<file path="src/rtl/psk_signal_formatter_pkg.sv">
// psk_pkg
// Shared definitions for the PSK DAC-path blocks.
//   psk_mode_e    : 2-bit formatter mode encoding
//   is_bpsk_mode  : true for the two single-rail (BPSK) modes
package psk_pkg;

  typedef enum logic [1:0] {
    MODE_BPSK_I   = 2'b00,
    MODE_BPSK_Q   = 2'b01,
    MODE_QPSK_AVG = 2'b10,
    MODE_MUTE     = 2'b11
  } psk_mode_e;

  function automatic logic is_bpsk_mode(input logic [1:0] mode);
    return (mode == MODE_BPSK_I) || (mode == MODE_BPSK_Q);
  endfunction

endpackage

</file>
<file path="src/rtl/psk_signal_formatter_if.sv">
// psk_signal_formatter_if
// Valid/ready sample bus around the PSK signal formatter.
//   in_valid/in_ready      : upstream handshake
//   in_i/in_q              : signed baseband samples (I_WIDTH)
//   in_mode/in_sym_start   : mode select, latched only on symbol starts
//   out_valid/out_ready    : downstream handshake
//   out_data/out_is_bpsk   : formatted DAC sample and its mode tag
// master = upstream/downstream environment, slave = formatter.
interface psk_signal_formatter_if #(
  parameter int I_WIDTH = 12,
  parameter int O_WIDTH = 16
);

  logic                      in_valid;
  logic                      in_ready;
  logic signed [I_WIDTH-1:0] in_i;
  logic signed [I_WIDTH-1:0] in_q;
  logic [1:0]                in_mode;
  logic                      in_sym_start;
  logic                      out_valid;
  logic                      out_ready;
  logic signed [O_WIDTH-1:0] out_data;
  logic                      out_is_bpsk;

  modport master (
    output in_valid, in_i, in_q, in_mode, in_sym_start, out_ready,
    input  in_ready, out_valid, out_data, out_is_bpsk
  );

  modport slave (
    input  in_valid, in_i, in_q, in_mode, in_sym_start, out_ready,
    output in_ready, out_valid, out_data, out_is_bpsk
  );

endinterface

</file>
<file path="src/rtl/psk_signal_formatter_sat_shift.sv">
// psk_sat_shift
// Combinational left shift by SHIFT followed by saturation to OUT_W bits.
//   in_val  : signed input (IN_W)
//   out_val : shifted and clamped value (OUT_W)
//   sat     : high when clamping was applied
module psk_sat_shift #(
  parameter int IN_W  = 13,
  parameter int OUT_W = 16,
  parameter int SHIFT = 4
) (
  input  logic signed [IN_W-1:0]  in_val,
  output logic signed [OUT_W-1:0] out_val,
  output logic                    sat
);

  // Wide enough that the shift itself can never lose bits, so the
  // range test below sees the true shifted value.
  localparam int EXT_W = ((IN_W > OUT_W) ? IN_W : OUT_W) + SHIFT + 1;

  localparam logic signed [EXT_W-1:0] MAX_POS =
    {{(EXT_W-OUT_W+1){1'b0}}, {(OUT_W-1){1'b1}}};
  localparam logic signed [EXT_W-1:0] MIN_NEG =
    {{(EXT_W-OUT_W+1){1'b1}}, {(OUT_W-1){1'b0}}};

  logic signed [EXT_W-1:0] shifted;

  // Sign-extend, shift, then clamp to the output range.
  always_comb begin
    shifted = EXT_W'(in_val) <<< SHIFT;
    sat     = 1'b0;
    out_val = shifted[OUT_W-1:0];
    if (shifted > MAX_POS) begin
      out_val = {1'b0, {(OUT_W-1){1'b1}}};
      sat     = 1'b1;
    end else if (shifted < MIN_NEG) begin
      out_val = {1'b1, {(OUT_W-1){1'b0}}};
      sat     = 1'b1;
    end
  end

endmodule

</file>
<file path="src/rtl/psk_signal_formatter.sv">
// psk_signal_formatter
// Formats baseband I/Q into a single signed DAC sample stream.
// Two-stage valid/ready pipeline: S1 selects/combines I and Q, S2 applies
// the gain shift with saturation and drives the output registers.
//   clk, rst   : clock, synchronous active-high reset
//   bus        : sample bus (slave modport), see psk_signal_formatter_if
//   sat_clr    : clears saturation statistics
//   sat_count  : number of saturated samples, sticks at all-ones
//   sat_flag   : sticky saturation indicator
module psk_signal_formatter
  import psk_pkg::*;
#(
  parameter int I_WIDTH       = 12,
  parameter int O_WIDTH       = 16,
  parameter int GAIN_SHIFT    = 4,
  parameter int SAT_CNT_WIDTH = 16
) (
  input  logic                     clk,
  input  logic                     rst,
  psk_signal_formatter_if.slave    bus,
  input  logic                     sat_clr,
  output logic [SAT_CNT_WIDTH-1:0] sat_count,
  output logic                     sat_flag
);

  localparam int C_W = I_WIDTH + 1;

  logic                      en;
  logic                      accept;
  psk_mode_e                 active_mode;
  psk_mode_e                 mode_now;
  logic signed [I_WIDTH+1:0] qpsk_sum;
  logic signed [C_W-1:0]     c_next;

  logic                      s1_valid;
  logic signed [C_W-1:0]     s1_c;
  logic                      s1_bpsk;

  logic signed [O_WIDTH-1:0] sat_val;
  logic                      sat_hit;
  logic                      sat_evt;

  // The whole pipeline advances together whenever the output slot is free
  // or being drained; this makes in_ready combinational from out_ready.
  assign en           = !bus.out_valid || bus.out_ready;
  assign bus.in_ready = en;
  assign accept       = bus.in_valid && en;

  // A symbol-start beat uses its own mode immediately rather than waiting
  // for the latch to update.
  always_comb begin
    mode_now = active_mode;
    if (accept && bus.in_sym_start) begin
      mode_now = psk_mode_e'(bus.in_mode);
    end
  end

  // Combine in I_WIDTH+2 bits so the +1 rounding term cannot overflow,
  // then drop the LSB for the halving.
  always_comb begin
    qpsk_sum = (I_WIDTH+2)'(bus.in_i) + (I_WIDTH+2)'(bus.in_q)
             + (I_WIDTH+2)'(1);
    case (mode_now)
      MODE_BPSK_I:   c_next = C_W'(bus.in_i);
      MODE_BPSK_Q:   c_next = C_W'(bus.in_q);
      MODE_QPSK_AVG: c_next = qpsk_sum[I_WIDTH+1:1];
      default:       c_next = '0;
    endcase
  end

  // Stage 1: mode latch and combined sample register.
  always_ff @(posedge clk) begin
    if (rst) begin
      active_mode <= MODE_BPSK_I;
      s1_valid    <= 1'b0;
      s1_c        <= '0;
      s1_bpsk     <= 1'b0;
    end else if (en) begin
      s1_valid <= accept;
      if (accept) begin
        s1_c    <= c_next;
        s1_bpsk <= is_bpsk_mode(mode_now);
        if (bus.in_sym_start) begin
          active_mode <= psk_mode_e'(bus.in_mode);
        end
      end
    end
  end

  psk_sat_shift #(
    .IN_W  (C_W),
    .OUT_W (O_WIDTH),
    .SHIFT (GAIN_SHIFT)
  ) u_sat_shift (
    .in_val  (s1_c),
    .out_val (sat_val),
    .sat     (sat_hit)
  );

  assign sat_evt = en && s1_valid && sat_hit;

  // Stage 2: scaled/saturated output registers.
  always_ff @(posedge clk) begin
    if (rst) begin
      bus.out_valid   <= 1'b0;
      bus.out_data    <= '0;
      bus.out_is_bpsk <= 1'b0;
    end else if (en) begin
      bus.out_valid <= s1_valid;
      if (s1_valid) begin
        bus.out_data    <= sat_val;
        bus.out_is_bpsk <= s1_bpsk;
      end
    end
  end

  // Saturation statistics; an event in the clearing cycle survives the clear.
  always_ff @(posedge clk) begin
    if (rst) begin
      sat_count <= '0;
      sat_flag  <= 1'b0;
    end else if (sat_clr) begin
      sat_count <= sat_evt ? SAT_CNT_WIDTH'(1) : '0;
      sat_flag  <= sat_evt;
    end else if (sat_evt) begin
      sat_flag <= 1'b1;
      if (sat_count != '1) begin
        sat_count <= sat_count + SAT_CNT_WIDTH'(1);
      end
    end
  end

endmodule

</file>
<file path="src/flat_wrapper.sv">
// flat-port wrapper written by rule: the top's interface ports become plain ports
module psk_signal_formatter_flat import psk_pkg::*;
#(
  parameter int I_WIDTH       = 12,
  parameter int O_WIDTH       = 16,
  parameter int GAIN_SHIFT    = 4,
  parameter int SAT_CNT_WIDTH = 16
)
  (clk, rst, sat_clr, sat_count, sat_flag, bus_in_valid, bus_in_i, bus_in_q, bus_in_mode, bus_in_sym_start, bus_out_ready, bus_in_ready, bus_out_valid, bus_out_data, bus_out_is_bpsk);
  psk_signal_formatter_if #(.I_WIDTH(I_WIDTH), .O_WIDTH(O_WIDTH)) bus_i ();
  input  logic clk;
  input  logic rst;
  input  logic sat_clr;
  output logic [SAT_CNT_WIDTH-1:0] sat_count;
  output logic sat_flag;
  input wire logic [$bits(bus_i.in_valid)-1:0] bus_in_valid;
  input wire logic [$bits(bus_i.in_i)-1:0] bus_in_i;
  input wire logic [$bits(bus_i.in_q)-1:0] bus_in_q;
  input wire logic [$bits(bus_i.in_mode)-1:0] bus_in_mode;
  input wire logic [$bits(bus_i.in_sym_start)-1:0] bus_in_sym_start;
  input wire logic [$bits(bus_i.out_ready)-1:0] bus_out_ready;
  output wire logic [$bits(bus_i.in_ready)-1:0] bus_in_ready;
  output wire logic [$bits(bus_i.out_valid)-1:0] bus_out_valid;
  output wire logic [$bits(bus_i.out_data)-1:0] bus_out_data;
  output wire logic [$bits(bus_i.out_is_bpsk)-1:0] bus_out_is_bpsk;
  assign bus_i.in_valid = bus_in_valid;
  assign bus_i.in_i = bus_in_i;
  assign bus_i.in_q = bus_in_q;
  assign bus_i.in_mode = bus_in_mode;
  assign bus_i.in_sym_start = bus_in_sym_start;
  assign bus_i.out_ready = bus_out_ready;
  assign bus_in_ready = bus_i.in_ready;
  assign bus_out_valid = bus_i.out_valid;
  assign bus_out_data = bus_i.out_data;
  assign bus_out_is_bpsk = bus_i.out_is_bpsk;
  psk_signal_formatter #(.I_WIDTH(I_WIDTH), .O_WIDTH(O_WIDTH), .GAIN_SHIFT(GAIN_SHIFT), .SAT_CNT_WIDTH(SAT_CNT_WIDTH)) u_core (.clk(clk), .rst(rst), .bus(bus_i), .sat_clr(sat_clr), .sat_count(sat_count), .sat_flag(sat_flag));
endmodule
</file>
<file path="config.mk">
export PLATFORM = sky130hd
export DESIGN_NAME = psk_signal_formatter_flat
export DESIGN_NICKNAME = d
export VERILOG_FILES = /design/src/rtl/psk_signal_formatter_pkg.sv /design/src/rtl/psk_signal_formatter_if.sv /design/src/rtl/psk_signal_formatter_sat_shift.sv /design/src/rtl/psk_signal_formatter.sv /design/src/flat_wrapper.sv
export SDC_FILE = /design/constraint.sdc
export NUM_CORES = 1
export LEC_CHECK = 0
export CORE_MARGIN = 4
export CORE_UTILIZATION = 40
export CTS_CLUSTER_DIAMETER = 30
export DETAILED_ROUTE_END_ITERATION = 6
export PLACE_DENSITY = 0.64
export SYNTH_ARGS = -nofsm -noshare
export SYNTH_HDL_FRONTEND = slang
export SYNTH_SLANG_ARGS = --single-unit
</file>
<file path="constraint.sdc">
create_clock -name clk -period 3.9 [get_ports clk]
set_input_delay 1.17 -clock clk [delete_from_list [all_inputs] [get_ports clk]]
set_output_delay 1.17 -clock clk [all_outputs]
set_load 0.02 [all_outputs]
</file>
# ---- Word level (Yosys, flattened, before mapping)
# Cells that the tools add are included.
dict set report totals {
  rom_bits 0
  n_memories 0
  ram_bits 0
  latch_bits 0
  word_cells 43
  register_bits 52
  output_inout_bits 36
}
dict set report classes {
  muxes 12
  multipliers 0
  bitwise_logic 0
  eq_ne 3
  order_cmp 2
  div 0
  n_addsub 3
  n_reduce_logical 14
  shifts 0
}
# operator count
set ops {}
lappend ops {{$mux W16} 5}
lappend ops {{$pmux W13 S3} 1}
lappend ops {{$gt A17 B16 Y1 const B} 1}
lappend ops {{$lt A17 B16 Y1 const B} 1}
lappend ops {{$add A16 B1 Y16 const B} 1}
lappend ops {{$ne A16 B16 Y1 const B} 1}
lappend ops {{$add A14 B2 Y14 const B} 1}
lappend ops {{$add A12 B12 Y13} 1}
lappend ops {{$reduce_and A2 Y1} 3}
lappend ops {{$mux W1} 5}
lappend ops {{$logic_and A1 B1 Y1} 4}
lappend ops {{$reduce_bool A2 Y1} 2}
lappend ops {{$reduce_and A3 Y1} 1}
lappend ops {{$eq A2 B1 Y1 const B} 1}
lappend ops {{$eq A2 B2 Y1 const B} 1}
lappend ops {{$logic_not A2 Y1} 1}
lappend ops {{$logic_or A1 B1 Y1} 2}
lappend ops {{$mux W2} 1}
lappend ops {{$logic_not A1 Y1} 1}

# ---- Depth between registers and ports, before layout
dict set report logic_depth {
  depth_word 7
  ltp_mapped 11
  mapped_depth_nobuf 11
}

# ---- Cells and area by module
# Synthesis repeated with hierarchy kept, for this count alone.
dict set report hier_totals {
  hier_cells 363
  hier_area_um2 2997.9
}
# module instances area_each_um2 cells_per_inst
set modules_own_cells {}
lappend modules_own_cells {psk_signal_formatter 1 2817.7 340}
lappend modules_own_cells {psk_sat_shift 1 180.2 23}

# ---- Least setup slack after synthesis
# OpenSTA, ideal clock, no wires.
dict set report synth_timing {
  path_type {input to register}
  startpoint {in bus_in_q[0]}
  endpoint {reg u_core.s1_c[11]}
  path_stages 10
  path_slack_ps 283
  t_arrival_ps 3554
  path_cell_list {ha_1 inv_1 fa_1 nand2b_1 a21oi_2 xor2_1 nand3_1 or3_4 or4_1 nand3_1}
}
dict set report synth_between {
  elab_chain_len 3
}
# element line_no
set synth_lines {}
lappend synth_lines {{start, declared} flat_wrapper.sv:18} ;# input wire logic [$bits(bus_i.in_q)-1:0] bus_in_q;
lappend synth_lines {{$add A12 B12 Y13} psk_signal_formatter.sv:61} ;# qpsk_sum = (I_WIDTH+2)'(bus.in_i) + (I_WIDTH+2)'(bus.in_q)
lappend synth_lines {{$add A14 B2 Y14} psk_signal_formatter.sv:62} ;# + (I_WIDTH+2)'(1);
lappend synth_lines {{$pmux W13 S3} psk_signal_formatter.sv:63} ;# case (mode_now)
lappend synth_lines {{end signal, assigned} psk_signal_formatter.sv:81} ;# s1_c <= c_next;
lappend synth_lines {{end, declared} psk_signal_formatter.sv:36} ;# logic signed [C_W-1:0] s1_c;
# No other way between the ends.
# A chain may end at the register's enable or synchronous reset.

# ---- Final worst setup path
dict set report layout_timing {
  startpoint {in bus_in_q[0]}
  endpoint {reg u_core.s1_c[6]}
}
# Same word-level chain as after synthesis.

==> qor.yml <==
totalWireLength_um: 8180
syn_nets: 454
dr_total_vias: 3127
track_usage_pct: 17.0
path_class: "input pin to flop"
p_sw_share_pct: 30.0
synth_mux_area_share_pct: 2.33
yosysMostFrequentCell: "nor2_1"
ir_drop_mv: 0.137
clkSinkCount: 49
diodes: 0
stdcell_count: 594
nets: 541
crit_start: "bus_in_q[0]"
hold_violations: 0
max_freq_ghz: 0.268
grt_max_degree: 26
post_cts_buffers: 0
synthArstFlopShare_pct: 0
utilization_pct: 55.2
finalCritPeriodShare_pct: 95.6
wl_met3_um: 361
grt_pass1_wl_um: 13700
clkLatencyLatePin_ns: 0.29
worst_pin_slew_ns: 0.515
relSlewSlack_pct: 65.5
synth_area_um2: 3170
power_leakage_nw: 1.62
crit_end: "u_core.s1_c[6]$_SDFFE_PP0P_"
r2r_end: "u_core.s1_c[10]$_SDFFE_PP0P_"
die_area_um2: 9420
cp-start-kind: "input pin"
remaining_drc_errors: 0
cts_hold_buf: 0
synth_top_area_cell: "dfxtp_1"
ant_nets: 0
p_int_mw: 0.942
worstPathMaxFanout: 4
yosysSeqAreaShare_pct: 30.9
synthDistinctLibCells: 54
synth-simple-area-share_pct: 25.2
drtPass1Iterations: 4
multiInputGateArea_um2: 2060
status: "complete, no violations"
switchingPower_mw: 0.403
period_minus_slack_ns: 3.73
worst_clock_skew_ns: 0.00608
port_buffers: 67
antenna_found_initial: 0
cap_violations: 0
synth_ff_type: "dfxtp_1"
p_comb_share_pct: 32.3
hold_class: "flop to flop"
clk_transition_reported_paths_ns: 0.09
htreeDepth: 2
wl_met1_um: 4000
gr-total-overflow: 0
setup_violations: 0
ios: 68
reg2regPathDepth: 6
synth_top_family_by_area: "simple AND/OR/NAND/NOR gates"
r2r_slack_ns: 1.70
rsz0062_at_grt: "no"
place_congestion: 0.851
synth_top_area_share_pct: 30.9
cts_buffer_depth: 2
drive_gt1_share_pct: 12.2
ys_warn_count: 0
syn_area_per_cell_um2: 7.85
syn_to_final_growth_pct: 34.5
dp_hpwl_um: 6670
cts_buffers: 5
reg2reg_from: "u_core.bus.out_valid$_SDFFE_PP0N_"
synthCells: 404
finalMaxSlewViolations: 0
worst_ep_required_time_ns: 4.11
p_seq_share_pct: 40.3
wl_met2_um: 3780
power_frac_clock_pct: 27.4
area.sequential_um2: 981
die-width_um: 97.0
start_util_pct: 41.0
wl_per_cell_um: 13.8
root_buffer: "clkbuf_8"
grt_pass1_vias: 2909
dp.cells: 586
cts_tree: "yes"
synth.area.top_cells: "dfxtp_1 (31%), ha_1 (6.7%), nor2_1 (6.5%), a21oi_1 (5.8%), xor2_1 (4.4%)"
drt_iter0_drc: 168
critical_path_arrival_ns: 3.94
fp.dieH_um: 97.0
top_layer: "met4"
num-fill-cells: 730
synth-seq-cells: 49
core_um2: 7730
power_density_nw_per_um2: 315
synthXorXnorAreaFrac_pct: 7.73
hold_depth: 2
ys_top_cells_by_count: "nor2_1 (55), dfxtp_1 (49), a21oi_1 (37), nand2_1 (37), ha_1 (17)"
vias_per_cell: 5.26
fin_tns_setup_ns: 0
synth_edf_count: 0
rows: 32
synth_fa_ha_area_share_pct: 7.34
synth-compound-area-share_pct: 22.0
end_kind: "flop"
[flip-flops by register name, summed over array words and instances (netlist names)]
register and cells:
u_core.active_mode 2, u_core.bus.out_is_bpsk 1, u_core.s1_valid 1, u_core.sat_flag 1, u_core.bus.out_valid 1, u_core.sat_count 16, u_core.s1_c 13, u_core.bus.out_data 13
u_core.s1_bpsk 1
[cell usage in the layout (no fill, tap or decap), drive strengths merged, types with 3 or more instances in the layout]
cell / n
a211oi: 16
dfxtp: 49
xor2: 16
or3: 6
o211ai: 5
and2: 3
a21oi: 38
and4: 4
ha: 17
nor3: 13
mux2i: 4
a21o: 3
mux2: 3
buf: 35
nand4: 5
nand3: 14
o21ai: 15
clkdlybuf4s50: 67
nor2b: 3
nand2: 37
a221oi: 5
clkbuf: 7
inv: 12
or2: 3
or4: 5
nor2: 55
and3: 5
nand2b: 5
nand3b: 3
a31oi: 5
nor4: 3
xnor2: 12
[worst max-delay path, stage by stage]
cell and delay (ns):
clkdlybuf4s50_1 0.49, ha_1 0.18, inv_1 0.06, fa_1 0.40, nand2b_4 0.16, a21oi_2 0.21, xor2_2 0.21, nand2_1 0.10
or4_1 0.53, a31o_2 0.26, a211oi_1 0.17
[per-layer routing]
layer | up-vias | track usage, %
li1 | 1632 | -
met1 | 1417 | 23.7
met2 | 76 | 27.5
met3 | 2 | 2.52
met4 | 0 | 4.64
met5 | - | 0
[cell type report]
type | count | share of cell area [%]
Timing Repair Buffer | 102 | 21.9
Clock buffer | 7 | 2.02
Multi-Input combinational cell | 321 | 48.4
Inverter | 12 | 1.06
Tap cell | 102 | 2.99
Sequential cell | 49 | 23.0
Clock inverter | 1 | 0.704
[power groups by stage]
stage / combinational [mW] / sequential [mW] / clock (mW)
floorplan: 0.249 / 0.564 / 0
global placement: 0.423 / 0.553 / 0
detailed placement: 0.429 / 0.554 / 0
CTS: 0.431 / 0.542 / 0.380
global route: 0.479 / 0.546 / 0.401
finish: 0.435 / 0.542 / 0.369
[kinds of logic after synthesis]
kind of cell               count (synthesis)
and+or+nand+nor                          165
AOI/OAI and AO/OA                        103
DFF                                       49
buffers and inverters                     34
xor gates and xnor gates                  28
adders and majority gates                 18
muxes                                      7
[worst min path at each step]
| stage | startpoint | end | slack [ns] |
|---|---|---|---|
| 5_1_grt | u_core.s1_bpsk$_SDFFE_PP0P_ | u_core.bus.out_is_bpsk$_SDFFE_PP0P_ | 0.48 |
| 3_5_place_dp | u_core.bus.out_is_bpsk$_SDFFE_PP0P_ | u_core.bus.out_is_bpsk$_SDFFE_PP0P_ | 0.45 |
| 6_report | u_core.bus.out_is_bpsk$_SDFFE_PP0P_ | u_core.bus.out_is_bpsk$_SDFFE_PP0P_ | 0.46 |
| 2_1_floorplan | u_core.s1_bpsk$_SDFFE_PP0P_ | u_core.bus.out_is_bpsk$_SDFFE_PP0P_ | 0.43 |
| 3_3_place_gp | u_core.s1_bpsk$_SDFFE_PP0P_ | u_core.bus.out_is_bpsk$_SDFFE_PP0P_ | 0.45 |
| 4_1_cts | u_core.bus.out_is_bpsk$_SDFFE_PP0P_ | u_core.bus.out_is_bpsk$_SDFFE_PP0P_ | 0.47 |
[through the flow]
stage	hold WS (ns)	setup WS, ns	cell area [um2]	power (mW)
detailed placement	0.454	-0.179	4140	0.983
global placement	0.453	-0.150	4140	0.975
global route	0.479	0.0347	4270	1.43
floorplan	0.432	0.283	3170	0.812
CTS	0.467	0.121	4250	1.35
finish	0.462	0.172	4270	1.34
[timing repair]
item                                    in CTS  in global routing
hold endpoints to repair                     0                  0
resized for setup                            0                  2
endpoints found under the setup margin       0                  2
Power figures use the tool's default switching activity.
